`src/rtl/ecc_err_monitor_pkg.sv`:
```
// rtl/ecc_err_monitor_pkg.sv - shared widths and log record type for the ECC error monitor
// Purpose: address/way widths of the scrubber event stream and the packed log entry.
// Ports: none (package).
package ecc_err_monitor_pkg;

   localparam int unsigned AddrWidth        = 8;
   localparam int unsigned DCACHE_SET_ASSOC = 2;
   // Way index needs at least one bit even for a direct-mapped cache.
   localparam int unsigned WayW = (DCACHE_SET_ASSOC > 1) ? $clog2(DCACHE_SET_ASSOC) : 1;

   typedef struct packed {
      logic                 uncorr;
      logic [WayW-1:0]      way;
      logic [AddrWidth-1:0] add;
   } ecc_err_log_t;

endpackage

```
`src/rtl/ecc_err_monitor_if.sv`:
```
// rtl/ecc_err_monitor_if.sv - event, log stream and status bundle of the ECC error monitor
// Purpose: groups scrubber event inputs, clear, log valid/ready stream and status outputs.
// Ports: slave modport for the monitor, master modport for the driving side.
//   corr_i/uncorr_i/err_add_i/err_way_i : scrubber event pulse and location
//   clear_i                             : clear counters, log, overflow
//   log_valid_o/log_ready_i/log_o       : log head handshake
//   corr_cnt_o/uncorr_cnt_o             : saturating counters
//   overflow_o/irq_o                    : sticky overflow, level interrupt
interface ecc_err_monitor_if #(
   parameter int unsigned CntWidth = 16
) ();
   import ecc_err_monitor_pkg::*;

   logic                 corr_i;
   logic                 uncorr_i;
   logic [AddrWidth-1:0] err_add_i;
   logic [WayW-1:0]      err_way_i;
   logic                 clear_i;
   logic [CntWidth-1:0]  corr_cnt_o;
   logic [CntWidth-1:0]  uncorr_cnt_o;
   logic                 log_valid_o;
   logic                 log_ready_i;
   ecc_err_log_t         log_o;
   logic                 overflow_o;
   logic                 irq_o;

   modport slave (
      input  corr_i, uncorr_i, err_add_i, err_way_i, clear_i, log_ready_i,
      output corr_cnt_o, uncorr_cnt_o, log_valid_o, log_o, overflow_o, irq_o
   );

   modport master (
      output corr_i, uncorr_i, err_add_i, err_way_i, clear_i, log_ready_i,
      input  corr_cnt_o, uncorr_cnt_o, log_valid_o, log_o, overflow_o, irq_o
   );

endinterface

```
`src/rtl/ecc_err_log_fifo.sv`:
```
// rtl/ecc_err_log_fifo.sv - synchronous log FIFO with flush and push-while-full-with-pop
// Purpose: holds event records until the reader drains them.
// Ports:
//   clk_i, rst_ni    : clock, synchronous active-low reset
//   flush_i          : empty the FIFO (wins over push/pop)
//   push_i, data_i   : write request and record
//   pop_i            : remove head (ignored when empty)
//   data_o           : head record (don't-care when empty)
//   full_o, empty_o  : occupancy flags
module ecc_err_log_fifo #(
   parameter int unsigned Depth = 4,
   parameter type         T     = logic
) (
   input  logic clk_i,
   input  logic rst_ni,
   input  logic flush_i,
   input  logic push_i,
   input  logic pop_i,
   input  T     data_i,
   output T     data_o,
   output logic full_o,
   output logic empty_o
);

   localparam int unsigned PtrW = (Depth > 1) ? $clog2(Depth) : 1;
   localparam int unsigned CntW = PtrW + 1;

   T                mem_q [Depth];
   T                mem_d [Depth];
   logic [PtrW-1:0] wr_ptr_q, wr_ptr_d;
   logic [PtrW-1:0] rd_ptr_q, rd_ptr_d;
   logic [CntW-1:0] cnt_q, cnt_d;
   logic            do_push, do_pop;

   assign full_o  = (cnt_q == CntW'(Depth));
   assign empty_o = (cnt_q == '0);
   assign data_o  = mem_q[rd_ptr_q];

   always_comb begin
      mem_d    = mem_q;
      wr_ptr_d = wr_ptr_q;
      rd_ptr_d = rd_ptr_q;
      cnt_d    = cnt_q;
      do_pop   = pop_i && !empty_o;
      // A pop in the same cycle frees the slot, so a full FIFO still accepts.
      do_push  = push_i && (!full_o || do_pop);
      if (flush_i) begin
         wr_ptr_d = '0;
         rd_ptr_d = '0;
         cnt_d    = '0;
      end else begin
         if (do_push) begin
            mem_d[wr_ptr_q] = data_i;
            wr_ptr_d        = wr_ptr_q + 1'b1;
         end
         if (do_pop) begin
            rd_ptr_d = rd_ptr_q + 1'b1;
         end
         case ({do_push, do_pop})
            2'b10:   cnt_d = cnt_q + 1'b1;
            2'b01:   cnt_d = cnt_q - 1'b1;
            default: cnt_d = cnt_q;
         endcase
      end
   end

   always_ff @(posedge clk_i) begin
      if (!rst_ni) begin
         mem_q    <= '{default: '0};
         wr_ptr_q <= '0;
         rd_ptr_q <= '0;
         cnt_q    <= '0;
      end else begin
         mem_q    <= mem_d;
         wr_ptr_q <= wr_ptr_d;
         rd_ptr_q <= rd_ptr_d;
         cnt_q    <= cnt_d;
      end
   end

endmodule

```
`src/rtl/ecc_err_monitor.sv`:
```
// rtl/ecc_err_monitor.sv - ECC scrubber event counters, event log and interrupt
// Purpose: counts correctable/uncorrectable events (saturating), logs each event
//   in a FIFO drained over valid/ready, flags log overflow and raises irq_o.
// Ports:
//   clk_i  : clock
//   rst_ni : synchronous active-low reset
//   bus    : ecc_err_monitor_if slave (events, clear, log stream, status)
module ecc_err_monitor #(
   parameter int unsigned CntWidth      = 16,
   parameter int unsigned LogDepth      = 4,
   parameter int unsigned CorrThreshold = 8
) (
   input  logic                clk_i,
   input  logic                rst_ni,
   ecc_err_monitor_if.slave    bus
);
   import ecc_err_monitor_pkg::*;

   logic [CntWidth-1:0] corr_cnt_q, corr_cnt_d;
   logic [CntWidth-1:0] uncorr_cnt_q, uncorr_cnt_d;
   logic                overflow_q, overflow_d;
   logic                irq_q, irq_d;
   logic                evt, pop, push_fifo, pop_fifo, thr_hit;
   logic                fifo_full, fifo_empty;
   ecc_err_log_t        entry, head;

   always_comb begin
      evt   = bus.corr_i | bus.uncorr_i;
      pop   = !fifo_empty && bus.log_ready_i;
      // Uncorrectable takes the record when both pulses arrive together.
      entry = '{uncorr: bus.uncorr_i, way: bus.err_way_i, add: bus.err_add_i};
      // Clear discards same-cycle events and pops.
      push_fifo = evt && !bus.clear_i;
      pop_fifo  = pop && !bus.clear_i;

      corr_cnt_d   = corr_cnt_q;
      uncorr_cnt_d = uncorr_cnt_q;
      overflow_d   = overflow_q;
      if (bus.clear_i) begin
         corr_cnt_d   = '0;
         uncorr_cnt_d = '0;
         overflow_d   = 1'b0;
      end else begin
         if (bus.corr_i && (corr_cnt_q != '1)) begin
            corr_cnt_d = corr_cnt_q + 1'b1;
         end
         if (bus.uncorr_i && (uncorr_cnt_q != '1)) begin
            uncorr_cnt_d = uncorr_cnt_q + 1'b1;
         end
         if (evt && fifo_full && !pop) begin
            overflow_d = 1'b1;
         end
      end

      thr_hit = (CorrThreshold != 0) && (32'(corr_cnt_d) >= CorrThreshold);
      irq_d   = thr_hit || (uncorr_cnt_d != '0) || overflow_d;
   end

   ecc_err_log_fifo #(
      .Depth (LogDepth),
      .T     (ecc_err_log_t)
   ) u_log_fifo (
      .clk_i   (clk_i),
      .rst_ni  (rst_ni),
      .flush_i (bus.clear_i),
      .push_i  (push_fifo),
      .pop_i   (pop_fifo),
      .data_i  (entry),
      .data_o  (head),
      .full_o  (fifo_full),
      .empty_o (fifo_empty)
   );

   always_ff @(posedge clk_i) begin
      if (!rst_ni) begin
         corr_cnt_q   <= '0;
         uncorr_cnt_q <= '0;
         overflow_q   <= 1'b0;
         irq_q        <= 1'b0;
      end else begin
         corr_cnt_q   <= corr_cnt_d;
         uncorr_cnt_q <= uncorr_cnt_d;
         overflow_q   <= overflow_d;
         irq_q        <= irq_d;
      end
   end

   assign bus.corr_cnt_o   = corr_cnt_q;
   assign bus.uncorr_cnt_o = uncorr_cnt_q;
   assign bus.overflow_o   = overflow_q;
   assign bus.irq_o        = irq_q;
   assign bus.log_valid_o  = !fifo_empty;
   assign bus.log_o        = head;

endmodule

```
`src/flat_wrapper.sv`:
```
// flat-port wrapper written by rule: the top's interface ports become plain ports
module ecc_err_monitor_flat import ecc_err_monitor_pkg::*;
#(
   parameter int unsigned CntWidth      = 16,
   parameter int unsigned LogDepth      = 4,
   parameter int unsigned CorrThreshold = 8
)
  (clk_i, rst_ni, bus_corr_i, bus_uncorr_i, bus_err_add_i, bus_err_way_i, bus_clear_i, bus_log_ready_i, bus_corr_cnt_o, bus_uncorr_cnt_o, bus_log_valid_o, bus_log_o, bus_overflow_o, bus_irq_o);
  ecc_err_monitor_if #(.CntWidth(CntWidth)) bus_i ();
  input  logic clk_i;
  input  logic rst_ni;
  input wire logic [$bits(bus_i.corr_i)-1:0] bus_corr_i;
  input wire logic [$bits(bus_i.uncorr_i)-1:0] bus_uncorr_i;
  input wire logic [$bits(bus_i.err_add_i)-1:0] bus_err_add_i;
  input wire logic [$bits(bus_i.err_way_i)-1:0] bus_err_way_i;
  input wire logic [$bits(bus_i.clear_i)-1:0] bus_clear_i;
  input wire logic [$bits(bus_i.log_ready_i)-1:0] bus_log_ready_i;
  output wire logic [$bits(bus_i.corr_cnt_o)-1:0] bus_corr_cnt_o;
  output wire logic [$bits(bus_i.uncorr_cnt_o)-1:0] bus_uncorr_cnt_o;
  output wire logic [$bits(bus_i.log_valid_o)-1:0] bus_log_valid_o;
  output wire logic [$bits(bus_i.log_o)-1:0] bus_log_o;
  output wire logic [$bits(bus_i.overflow_o)-1:0] bus_overflow_o;
  output wire logic [$bits(bus_i.irq_o)-1:0] bus_irq_o;
  assign bus_i.corr_i = bus_corr_i;
  assign bus_i.uncorr_i = bus_uncorr_i;
  assign bus_i.err_add_i = bus_err_add_i;
  assign bus_i.err_way_i = bus_err_way_i;
  assign bus_i.clear_i = bus_clear_i;
  assign bus_i.log_ready_i = bus_log_ready_i;
  assign bus_corr_cnt_o = bus_i.corr_cnt_o;
  assign bus_uncorr_cnt_o = bus_i.uncorr_cnt_o;
  assign bus_log_valid_o = bus_i.log_valid_o;
  assign bus_log_o = bus_i.log_o;
  assign bus_overflow_o = bus_i.overflow_o;
  assign bus_irq_o = bus_i.irq_o;
  ecc_err_monitor #(.CntWidth(CntWidth), .LogDepth(LogDepth), .CorrThreshold(CorrThreshold)) u_core (.clk_i(clk_i), .rst_ni(rst_ni), .bus(bus_i));
endmodule
```
`config.mk`:
```
export PLATFORM = sky130hd
export DESIGN_NAME = ecc_err_monitor_flat
export DESIGN_NICKNAME = d
export VERILOG_FILES = /design/src/rtl/ecc_err_monitor_pkg.sv /design/src/rtl/ecc_err_monitor_if.sv /design/src/rtl/ecc_err_log_fifo.sv /design/src/rtl/ecc_err_monitor.sv /design/src/flat_wrapper.sv
export SDC_FILE = /design/constraint.sdc
export NUM_CORES = 1
export LEC_CHECK = 0
export BUFFER_PORTS_ARGS = -buffer_cell sky130_fd_sc_hd__buf_2
export CAP_MARGIN = 20
export CORE_MARGIN = 2
export CORE_UTILIZATION = 52
export CTS_BUF_LIST = sky130_fd_sc_hd__clkbuf_8 sky130_fd_sc_hd__clkbuf_16
export CTS_CLUSTER_SIZE = 20
export DETAILED_ROUTE_END_ITERATION = 16
export PLACE_DENSITY = 0.76
export SYNTH_ARGS = -nofsm -noshare
export SYNTH_HDL_FRONTEND = slang
export SYNTH_SLANG_ARGS = --single-unit
```
`constraint.sdc`:
```
create_clock -name clk_i -period 2.3 [get_ports clk_i]
set_input_delay 0.46 -clock clk_i [delete_from_list [all_inputs] [get_ports clk_i]]
set_output_delay 0.46 -clock clk_i [all_outputs]
set_load 0.005 [all_outputs]
```
== Yosys cells after proc, flatten, opt, wreduce, memory -nomap -nowiden ==
Cells that the tools add are included.
Cells by class
  equal/unequal tests: 5
  order comparisons: 4
  $add $sub $neg: 6
  reduce and logical (&&, ||, !) cells: 22
  mux-type cells: 13
  bitwise logic cells: 5
Operators with widths (number)
  $mux 16: 4
  $bwmux 40: 1
  $add 16x1->16 const B: 2
  $ne 16x16->1 const B: 2
  $mux 10: 3
  $bmux 10 s2: 1
  $demux 10 s2: 1
  $ge 16x4->1 const B: 1
  $reduce_bool 16->1: 1
  $logic_and 1x1->1: 10
  $ge 3x3->1 const B: 2
  $not 2->3: 2
  $pmux 3 s2: 1
  $add 2x1->2 const B: 2
  $logic_not 1->1: 4
  $add 3x1->3 const B: 1
  $eq 3x3->1 const B: 1
  $logic_not 3->1: 1
  $logic_or 1x1->1: 3
  $lt 3x1->1 const B: 1
  $sub 3x1->3 const B: 1
  $eq 2x1->1 const B: 1
  $eq 2x2->1 const B: 1
  $mux 1: 2
  5 further kinds: 6
Storage, ports and cells
  output and inout port bits: 45
  register bits: 81

== Longest topological paths before layout ==
  depth after elaboration: 9
  mapped depth: 11

== Cells and area by module ==
Synthesis repeated with hierarchy kept, for this count alone.
Second synthesis, totals
  cell total of the unflattened synthesis: 443
  area total of the unflattened synthesis: 4189.0 um^2
By module, submodules not included
  ecc_err_log_fifo: times used 1, sequential area each 940.9 um^2, area each 2158.3 um^2, cells each 205
  ecc_err_monitor: times used 1, sequential area each 680.7 um^2, area each 2030.7 um^2, cells each 238

== Worst setup path before layout ==
No wires, ideal clock.
  path type: in2reg
  start point: input bus_log_ready_i
  end point: register u_core.u_log_fifo.cnt_q[2]
  buffers on the path: 1
  stages: 10
  arrival: 2.286 ns
  setup slack: -0.056 ns
  cell sequence: nor4b_1 > nor3_1 > clkbuf_1 > inv_1 > ha_1 > inv_1 > fa_1 > xor2_1 > or3_1 > a21oi_1
On the way
  word-level cells in the longest chain between the ends: 7
  elaborated cells on any way between the ends: 9
  classes of those cells: eq/ne: 2; mux: 1; reduce/logical: 6
RTL lines
  from (decl): RTL line flat_wrapper.sv:17  | input wire logic [$bits(bus_i.log_ready_i)-1:0] bus_log_ready_i;
  $logic_and 1x1->1 (*): RTL line ecc_err_monitor.sv:29  | pop = !fifo_empty && bus.log_ready_i;
  $logic_and 1x1->1 (*): RTL line ecc_err_monitor.sv:34  | pop_fifo = pop && !bus.clear_i;
  $logic_and 1x1->1 (*): RTL line ecc_err_log_fifo.sv:44  | do_pop = pop_i && !empty_o;
  $logic_or 1x1->1: RTL line ecc_err_log_fifo.sv:46  | do_push = push_i && (!full_o || do_pop);
  $logic_and 1x1->1: RTL line ecc_err_log_fifo.sv:46
  $eq 2x1->1 or $eq 2x2->1 (tied branches): RTL line ecc_err_log_fifo.sv:59  | case ({do_push, do_pop})
  $pmux 3 s2 or $reduce_bool 2->1 (tied branches)
  to (signal assigned): RTL line ecc_err_log_fifo.sv:77  | cnt_q <= cnt_d;
  to (decl): RTL line ecc_err_log_fifo.sv:32  | logic [CntW-1:0] cnt_q, cnt_d;
Every way passes the cells marked *; elsewhere a longest branch is shown, timed or not.
A chain may end at the register's enable or synchronous reset.

== Final worst setup path ==
  start point: register u_core.uncorr_cnt_q[1] (netlist: u_core.bus.uncorr_cnt_o[1])
  end point: register u_core.irq_q (netlist: u_core.bus.irq_o)
On the way
  word-level cells in the longest chain between the ends: 7
  elaborated cells on any way between the ends: 8
  classes of those cells: add/sub: 1; eq/ne: 1; mux: 2; reduce/logical: 4
RTL lines
  from (decl): RTL line ecc_err_monitor.sv:20  | logic [CntWidth-1:0] uncorr_cnt_q, uncorr_cnt_d;
  from (signal assigned): RTL line ecc_err_monitor.sv:82  | uncorr_cnt_q <= uncorr_cnt_d;
  parallel branches: the longest is 2 deep, another holds $add 16x1->16
  $mux 16 (*): RTL line ecc_err_monitor.sv:47  | if (bus.uncorr_i && (uncorr_cnt_q != '1)) begin
  $mux 16 (*): RTL line ecc_err_monitor.sv:39  | if (bus.clear_i) begin
  $reduce_bool 16->1 (*): RTL line ecc_err_monitor.sv:56  | irq_d = thr_hit || (uncorr_cnt_d != '0) || overflow_d;
  $logic_or 1x1->1 (*) (2 in a row): RTL line ecc_err_monitor.sv:56
  to (signal assigned): RTL line ecc_err_monitor.sv:84  | irq_q <= irq_d;
  to (decl): RTL line ecc_err_monitor.sv:22  | logic irq_q, irq_d;
Mark *: on every way between the ends.

==> metrics.cfg <==
[layout]
antenna_cells = 0
drive_above_1_share = 0.268
instances_no_fill = 677
nets = 594
seqCellArea_mm2 = 0.00163
final_area_mm2 = 0.00506
multi_input_area_mm2 = 0.00245
fillers = 699
area_delta_synth_final_pct = 21.4

[critical_path]
cp-end-kind = register
start_kind = register
cpMaxStageDelayCell = o41ai_4
crit_path_cell_trace = ha_4, nand4_4, o41ai_4, nor4_2, or3_1, a32oi_2, a41o_1, nand2_1
path_max_fanout = 5
path_class = reg -> reg
crit_required_ns = 2.53
cp_data_arrival_time_ns = 2.41
slowest_delay_ns = 0.46

[yosys]
ys_types = 54
synth-async-reset-ratio = 0
synth_most_common_cell = dfxtp_1
ys.flop_type = dfxtp_1
synth-seq-cells = 81
synth-adder-area-share = 0.0258
yosysSeqAreaShare = 0.389
synth-compound-area-share = 0.149
syn-cell-area_mm2 = 0.00417
yosys_warnings = 0
syn_nets = 508
synth_top_family_by_area = simple AND/OR/NAND/NOR gates
syn_inst = 485
synth_edf_count = 0
synth.top_cell.area_share = 0.389
synth_xor_area_frac = 0.0609
syn_avg_cell_area_um2 = 8.60
synth_common_cells = 81 x dfxtp_1, 63 x nand2_1, 59 x nand3_1
muxShareOfSynthArea = 0.0663
yosysTopAreaCell = dfxtp_1
synth-simple-area-share = 0.269
synth_area_leaders = dfxtp_1 39%, a21boi_0 7.4%, nand3_1 7.1%, nand2_1 5.7%, mux4_2 5.4%

[clock_network]
clock-root-buffer = clkbuf_8
cts_tree = yes
clk_pin_slew_ns = 0.09
clockBufferDepth = 2
htree_num_levels = 3
cts_hold_buf = 0
cts.sinks = 81
clkLatencyLatePin_ns = 0.35
cts_buffers = 9

[timing]
fmax_mhz = 459
setup_viol = 0
post-route-period-util = 0.947
period_minus_slack_ns = 2.18
maxSlewViolCount = 0
worstMarginPinSlew_ns = 0.619
grt_setup_unrepaired = no
hold_violations = 0
fin_ws_ns = 0.121
slew_headroom = 0.587
finClkSkew_ns = 0.00877

[route]
detail-route-antenna-nets = 0
first_pass_iters = 4
vias = 3849
drc = 0
drt-initial-drc-count = 161
wl_per_cell_um = 15.1
drt-total-wl_um = 10200
vias_per_cell = 5.69

[die]
die_h_um = 93.6
initial_utilization = 0.537
die_x_um = 93.6
placementRows = 32
die-area_mm2 = 0.00875
ios = 60
core_area_mm2 = 0.00777

[place]
place_area_mm2 = 0.00483
portBuffers = 59
placed_cells = 662
dp_hpwl_um = 7210
dp_slack_ns = -0.0294
gp_congestion = 0.889

[worst_hold_path]
hp-class = in -> reg

[job]
max_cap_violations = 0

[power_and_ir_drop]
peakVddDrop_mv = 0.332
leakagePower_uw = 0.00193
power_density_mw_per_mm2 = 507

[global_route]
grt_pass1_wl_um = 16800
grt_overflow = 0
grt_max_degree = 47
grt_pass1_vias = 3657
antenna_found_initial = 0
grtUsageTotal = 0.240

[status]
status = completed

[registers in the layout (all words and copies together), names as in the netlist]
register and cells:
u_core.u_log_fifo.mem_q 40, u_core.bus.corr_cnt_o 16, u_core.bus.uncorr_cnt_o 16, u_core.u_log_fifo.cnt_q 3, u_core.u_log_fifo.rd_ptr_q 2, u_core.u_log_fifo.wr_ptr_q 2, u_core.bus.irq_o 1, u_core.bus.overflow_o 1
[timing repair]
action | 4_1_cts | 5_1_grt
resized for setup | 0 | 13
buffers inserted | 0 | 0
endpoints found under the setup margin | 0 | 1
[cell type report]
type | instances | share of cell area
Multi-Input combinational cell | 362 | 0.484
Sequential cell | 81 | 0.321
Timing Repair Buffer | 106 | 0.128
Clock buffer | 10 | 0.0272
Tap cell | 102 | 0.0252
Inverter | 11 | 0.00816
Clock inverter | 5 | 0.00643
[final timing paths]
check | startpoint | end | slack (ns) | cells past startpoint
worst max register to register | u_core.bus.uncorr_cnt_o[1]$_SDFF_PN0_ | u_core.bus.irq_o$_SDFF_PN0_ | 0.12 | 8
worst min register to register | u_core.u_log_fifo.mem_q[6]$_SDFFE_PN0P_ | u_core.u_log_fifo.mem_q[6]$_SDFFE_PN0P_ | 0.47 | 2
worst min-delay path | bus_err_add_i[2] | u_core.u_log_fifo.mem_q[22]$_SDFFE_PN0P_ | 0.40 | 3
worst max-delay path | u_core.bus.uncorr_cnt_o[1]$_SDFF_PN0_ | u_core.bus.irq_o$_SDFF_PN0_ | 0.12 | 8
[placed cells by master, fill, tap and decap left out, types with 3 or more instances in the layout]
master,n
a21oi_1,13
buf_2,59
mux4_2,10
clkinvlp_4,3
buf_4,47
inv_1,11
xor2_1,14
clkbuf_8,10
and2_1,3
nand2b_1,4
and3_1,4
nor2_1,46
nor4_1,3
o21ai_0,7
nor3_1,4
mux2i_1,4
nand2_1,63
ha_1,6
dfxtp_1,78
a31oi_1,4
xnor2_1,15
nand4_1,9
nand3_1,59
or3_1,6
dfxtp_2,3
a21boi_0,41
nor3b_1,3
[metal layers]
metal | global-route usage | up-vias | share of wire | wire, um
li1 | - | 1889 | - | -
met2 | 0.418 | 88 | 0.50 | 5130
met1 | 0.305 | 1856 | 0.45 | 4560
met4 | 0.0809 | 0 | 0.015 | 157
met3 | 0.0314 | 16 | 0.038 | 392
met5 | 0 | - | 0 | 0
[worst max-delay path, delay by kind of cell (launching register included)]
kind	cells	cell delay [ns]
AO/OA/AOI/OAI	3	0.89
AND/OR/NAND/NOR	4	0.63
flip-flops	1	0.37
adder cells (fa/ha/maj)	1	0.18
[stage by stage]
step | utilization | hold slack (ns) | power (uW) | TNS (ns)
detailed placement | 0.622 | 0.457 | 1660 | -0.0294
floorplan | - | 0.440 | 1580 | 0
global placement | 0.622 | 0.446 | 1660 | 0
CTS | 0.644 | 0.392 | 2580 | 0
finish | 0.652 | 0.400 | 2570 | 0
global route | 0.652 | 0.401 | 2680 | 0
[kinds of logic after synthesis]
| family | after synthesis |
|---|---|
| AOI/OAI and AO/OA | 84 |
| xor gates and xnor gates | 29 |
| adders and majority gates | 8 |
| buffers and inverters | 42 |
| DFF | 81 |
| muxes | 15 |
| and+or+nand+nor | 226 |
[power breakdown]
part	internal [uW]	switching [uW]
Sequential	1420	13.3
Combinational	83.6	116
Clock	412	523
Total	1920	652
No activity file was read; power rests on OpenSTA's default activity.
